===== config.mk =====
export PLATFORM = sky130hd
export DESIGN_NAME = uart_tx_fifo
export DESIGN_NICKNAME = d
export VERILOG_FILES = /design/src/rtl/uart_tx_fifo.sv
export SDC_FILE = /design/constraint.sdc
export NUM_CORES = 1
export LEC_CHECK = 0
export CAP_MARGIN = 5
export CORE_ASPECT_RATIO = 0.75
export CORE_MARGIN = 2
export CORE_UTILIZATION = 45
export CTS_CLUSTER_SIZE = 8
export DETAILED_ROUTE_END_ITERATION = 12
export SLEW_MARGIN = 20
export SYNTH_ARGS = -nofsm -noshare
export SYNTH_HDL_FRONTEND = slang
export SYNTH_SLANG_ARGS = --single-unit

===== constraint.sdc =====
create_clock -name i_clk25MHz -period 3.65 [get_ports i_clk25MHz]
set_input_delay 0.5475 -clock i_clk25MHz [delete_from_list [all_inputs] [get_ports i_clk25MHz]]
set_output_delay 0.5475 -clock i_clk25MHz [all_outputs]
set_load 0.02 [all_outputs]

===== src/rtl/uart_tx_fifo.sv =====
// UART transmitter (8N1, LSB first) fed by a byte FIFO of 2**DEPTH_LOG2 entries.
// o_tx follows the FSM state one cycle late; each bit still lasts CLKS_PER_BIT cycles.
module uart_tx_fifo #(
  parameter int CLKS_PER_BIT = 217,
  parameter int DEPTH_LOG2   = 4
) (
  input  logic                  i_clk25MHz,
  input  logic                  i_reset_n,
  input  logic [7:0]            i_tx_data,
  input  logic                  i_valid,
  output logic                  o_ready,
  output logic                  o_tx,
  output logic                  o_busy,
  output logic [DEPTH_LOG2:0]   o_count,
  output logic [1:0]            o_dbg_state
);

  localparam int DEPTH = 1 << DEPTH_LOG2;
  localparam int BW    = (CLKS_PER_BIT > 1) ? $clog2(CLKS_PER_BIT) : 1;
  localparam logic [BW-1:0]       BAUD_LAST = BW'(CLKS_PER_BIT - 1);
  localparam logic [DEPTH_LOG2:0] FULL      = (DEPTH_LOG2 + 1)'(DEPTH);

  typedef enum logic [1:0] {
    IDLE  = 2'd0,
    START = 2'd1,
    DATA  = 2'd2,
    STOP  = 2'd3
  } state_t;

  // Handshake: a byte moves on a rising edge where i_valid and o_ready are both
  // high. o_ready is a register, so it never depends on i_valid in the same cycle.

  logic [7:0]            r_mem [DEPTH];
  logic [DEPTH_LOG2-1:0] r_wr_ptr;
  logic [DEPTH_LOG2-1:0] r_rd_ptr;
  logic [DEPTH_LOG2:0]   r_count;
  logic                  r_ready;

  state_t                r_state;
  logic [BW-1:0]         r_baud;
  logic [2:0]            r_bit_idx;
  logic [7:0]            r_shift;
  logic                  r_tx;

  logic                  w_push;
  logic                  w_pop;
  logic                  w_baud_done;
  logic [DEPTH_LOG2:0]   w_count_next;

  assign w_push      = i_valid & r_ready;
  assign w_baud_done = (r_baud == BAUD_LAST);
  // Pops happen from IDLE or on the final STOP cycle so frames chain with no gap.
  assign w_pop       = (r_count != '0) &&
                       ((r_state == IDLE) || ((r_state == STOP) && w_baud_done));

  always_comb begin
    w_count_next = r_count;
    case ({w_push, w_pop})
      2'b10:   w_count_next = r_count + 1'b1;
      2'b01:   w_count_next = r_count - 1'b1;
      default: w_count_next = r_count;
    endcase
  end

  always_ff @(posedge i_clk25MHz) begin
    if (w_push) begin
      r_mem[r_wr_ptr] <= i_tx_data;
    end
  end

  always_ff @(posedge i_clk25MHz or negedge i_reset_n) begin
    if (!i_reset_n) begin
      r_wr_ptr <= '0;
      r_rd_ptr <= '0;
      r_count  <= '0;
      r_ready  <= 1'b0;
    end else begin
      if (w_push) begin
        r_wr_ptr <= r_wr_ptr + 1'b1;
      end
      if (w_pop) begin
        r_rd_ptr <= r_rd_ptr + 1'b1;
      end
      r_count <= w_count_next;
      r_ready <= (w_count_next < FULL);
    end
  end

  always_ff @(posedge i_clk25MHz or negedge i_reset_n) begin
    if (!i_reset_n) begin
      r_state   <= IDLE;
      r_baud    <= '0;
      r_bit_idx <= 3'd0;
      r_shift   <= 8'd0;
      r_tx      <= 1'b1;
    end else begin
      case (r_state)
        START:   r_tx <= 1'b0;
        DATA:    r_tx <= r_shift[r_bit_idx];
        default: r_tx <= 1'b1;
      endcase

      case (r_state)
        IDLE: begin
          r_baud    <= '0;
          r_bit_idx <= 3'd0;
          if (w_pop) begin
            r_shift <= r_mem[r_rd_ptr];
            r_state <= START;
          end
        end
        START: begin
          if (w_baud_done) begin
            r_baud    <= '0;
            r_bit_idx <= 3'd0;
            r_state   <= DATA;
          end else begin
            r_baud <= r_baud + 1'b1;
          end
        end
        DATA: begin
          if (w_baud_done) begin
            r_baud <= '0;
            if (r_bit_idx == 3'd7) begin
              r_state <= STOP;
            end else begin
              r_bit_idx <= r_bit_idx + 1'b1;
            end
          end else begin
            r_baud <= r_baud + 1'b1;
          end
        end
        STOP: begin
          if (w_baud_done) begin
            r_baud <= '0;
            if (w_pop) begin
              r_shift <= r_mem[r_rd_ptr];
              r_state <= START;
            end else begin
              r_state <= IDLE;
            end
          end else begin
            r_baud <= r_baud + 1'b1;
          end
        end
        default: r_state <= IDLE;
      endcase
    end
  end

  assign o_ready     = r_ready;
  assign o_tx        = r_tx;
  assign o_count     = r_count;
  assign o_busy      = (r_state != IDLE) || (r_count != '0);
  assign o_dbg_state = r_state;

endmodule


==> results.py <==
metrics = {
    "pwr": {
        "finalPower_uw": 6470,
        "p_per_area_mw_per_mm2": 812,
        "p_leak_uw": 0.00281,
        "peakVddDrop_v": 0.000371,
    },
    "yosys": {
        "synthesis.nets": 427,
        "synth_top_area_share": 0.548,
        "synth_common_cells": "128 x edfxtp_1, 35 x dfrtp_1, 27 x mux4_2",
        "post-synth-top-count-cell": "edfxtp_1",
        "syn_avg_cell_area_um2": 17.6,
        "synth_edf_count": 128,
        "synth_cell_types": 51,
        "synthArstFlopShare": 0.220,
        "ys_warn_count": 0,
        "synth_cells": 399,
        "syn_area_mm2": 0.00701,
        "ys.flop_type": "edfxtp_1",
        "synth_top_area_cell": "edfxtp_1",
        "synth_top_cells_by_area": "edfxtp_1 55%, dfrtp_1 12%, mux4_2 8.7%, ha_1 3.0%, mux4_1 2.6%",
        "ys_ff_latch": 164,
        "synth-seq-area-share": 0.677,
    },
    "placement": {
        "gp_congestion": 0.753,
        "dpl.hpwl_um": 8800,
        "place_ws_ps": 639,
        "port_buffers": 20,
        "dpl-instance-area_mm2": 0.00739,
    },
    "routing": {
        "first_iter_violations": 268,
        "vias": 3470,
        "drtAntennaViolNets": 0,
        "via_per_inst": 5.39,
        "drc": 0,
        "wl_per_cell_um": 21.0,
        "dr.pass1.iters": 4,
        "drt-total-wl_um": 13500,
    },
    "clock_network": {
        "clock_latency_ps": 430,
        "cts.clk_slew.worst_paths_ps": 70,
        "clock-sinks": 164,
        "cts_setup_buffers": 0,
        "cts_max_path_buffers": 2,
        "cts_tree": "done",
        "cts-resized-gates": 0,
        "root_buffer": "clkbuf_16",
        "numCtsBuffers": 17,
        "htreeDepth": 4,
        "ctsHoldBuffers": 0,
    },
    "critical_path": {
        "crit_chain": "ha_1, and4b_1, a21oi_1, nor2_1, buf_4, ha_1, xor2_1, ha_1, a21boi_1, o221ai_1, a21o_1, a21oi_1, xnor2_1",
        "arrival_ps": 3400,
        "slowest_delay_ps": 450,
        "startpoint_type": "register",
        "crit_path_frequent_cell": "ha_1",
        "cp_max_fo": 10,
        "path_class": "reg2reg",
        "cp_slowest_cell": "dfrtp_1",
        "crit_path_end_kind": "register",
        "crit_required_ps": 3990,
    },
    "layout": {
        "finalNetCount": 454,
        "layout-drive-gt1-share": 0.194,
        "fillerInstances": 1253,
        "final_area_mm2": 0.00798,
        "antennaDiodeCount": 0,
        "area_growth_pct": 13.8,
    },
    "global_routing": {
        "grt_pass1_wl_um": 21300,
        "grt_util_all_layers": 0.177,
        "overflow": 0,
        "grt_max_degree": 37,
        "grt_antenna_before_repair": 0,
        "grt_pass1_vias": 3617,
    },
    "floorplan": {
        "die-area_mm2": 0.0166,
        "core_mm2": 0.0152,
        "dieHeight_um": 112,
        "row_count": 39,
        "io-pin-count": 21,
        "fp.dieW_um": 148,
        "start_util": 0.460,
    },
    "sta": {
        "slew_headroom": 0.302,
        "finalCritPeriodShare": 0.838,
        "setup_viol": 0,
        "grt_setup_unrepaired": "false",
        "max_freq_mhz": 327,
        "period_minus_slack_ps": 3060,
        "worstMarginPinSlew_ps": 1050,
        "finalHoldViolations": 0,
        "fin_skew_ps": 8.31,
        "report.final.slew_viol_count": 0,
        "setup_ws_ps": 592,
        "fin_tns_setup_ps": 0,
    },
    "hold_path": {
        "hold_class": "in2async",
    },
    "flow_run": {
        "cap_violations": 0,
    },
    "run_status": {
        "outcome": "finished, final reports clean",
    },
}
through the flow:
stage          utilization  hold slack (ps)  instances
2_1_floorplan            -              252        399
3_3_place_gp         0.485              470        612
3_5_place_dp         0.485              487        612
4_1_cts              0.524              233        644
5_1_grt              0.524              277        644
6_report             0.524              220        644
state kept, by name, summed over array words and instances (netlist names), named ones only:
signal	count
r_wr_ptr	4
o_tx	1
r_mem	128
o_ready	1
r_shift	8
r_bit_idx	3
o_count	4
r_baud	8
o_dbg_state	2
r_rd_ptr	4
worst paths after layout:
path	start	to	slack [ps]	cells after the start
max reg2reg	o_dbg_state[0]	o_ready	590	13
min in group i_clk25MHz	r_baud[0]	r_baud[0]	490	1
max in group asynchronous	i_reset_n	r_rd_ptr[0]	2840	1
max	o_dbg_state[0]	o_ready	590	13
min	i_reset_n	r_bit_idx[1]	220	1
min reg2reg	r_baud[0]	r_baud[0]	490	1
cell type report:
cell class,count,area (um^2),share of cell area
Clock buffer,17,425,0.0533
Clock inverter,15,163,0.0204
Inverter,8,30.0,0.00377
Multi-Input combinational cell,208,2110,0.264
Sequential cell,164,4750,0.595
Tap cell,205,256,0.0322
Timing Repair Buffer,27,248,0.0311
power breakdown:
part	internal [uW]	switching (uW)
logic	1030	973
registers	2300	383
clock network	977	808
total	4310	2160
cell families after synthesis:
family | share of synthesized area
DFF | 0.677
and+or+nand+nor | 0.0618
muxes | 0.150
xor gates and xnor gates | 0.0225
buffers and inverters | 0.0223
adders and majority gates | 0.0304
AOI/OAI and AO/OA | 0.0362
layer usage:
metal / global-route usage / wire length, um / part of all wire
met5: 0 / 0 / 0
met4: 0.0635 / 40 / 0.0030
met3: 0.0407 / 717 / 0.053
met2: 0.265 / 6540 / 0.48
met1: 0.258 / 6230 / 0.46
cells in the final DEF, fill, tap and decap left out, types with 8 or more instances in the layout:
cell type        netlist  routed
a21oi_1               13      13
and2_1                13      13
clkbuf_16              0      17
clkdlybuf4s50_1        0      19
dfrtp_1               35      34
edfxtp_1             128     128
ha_1                  17      17
inv_1                  8       8
inv_8                  0       8
mux2_2                12      12
mux2i_1               11      11
mux4_2                27      27
nand2_1               15      15
nand3_1               10      10
nor2_1                11      11
nor2b_1                9       9
xnor2_1               11      11
worst max-delay path: cells and delay by family (launching register included):
kind | cells | cell delay [ps]
adders and majority gates | 3 | 850
AOI/OAI and AO/OA | 5 | 840
DFF | 1 | 450
buffers and inverters | 1 | 150
and+or+nand+nor | 2 | 300
xor gates and xnor gates | 2 | 360
Note: power is estimated with default switching activity, not from simulation.
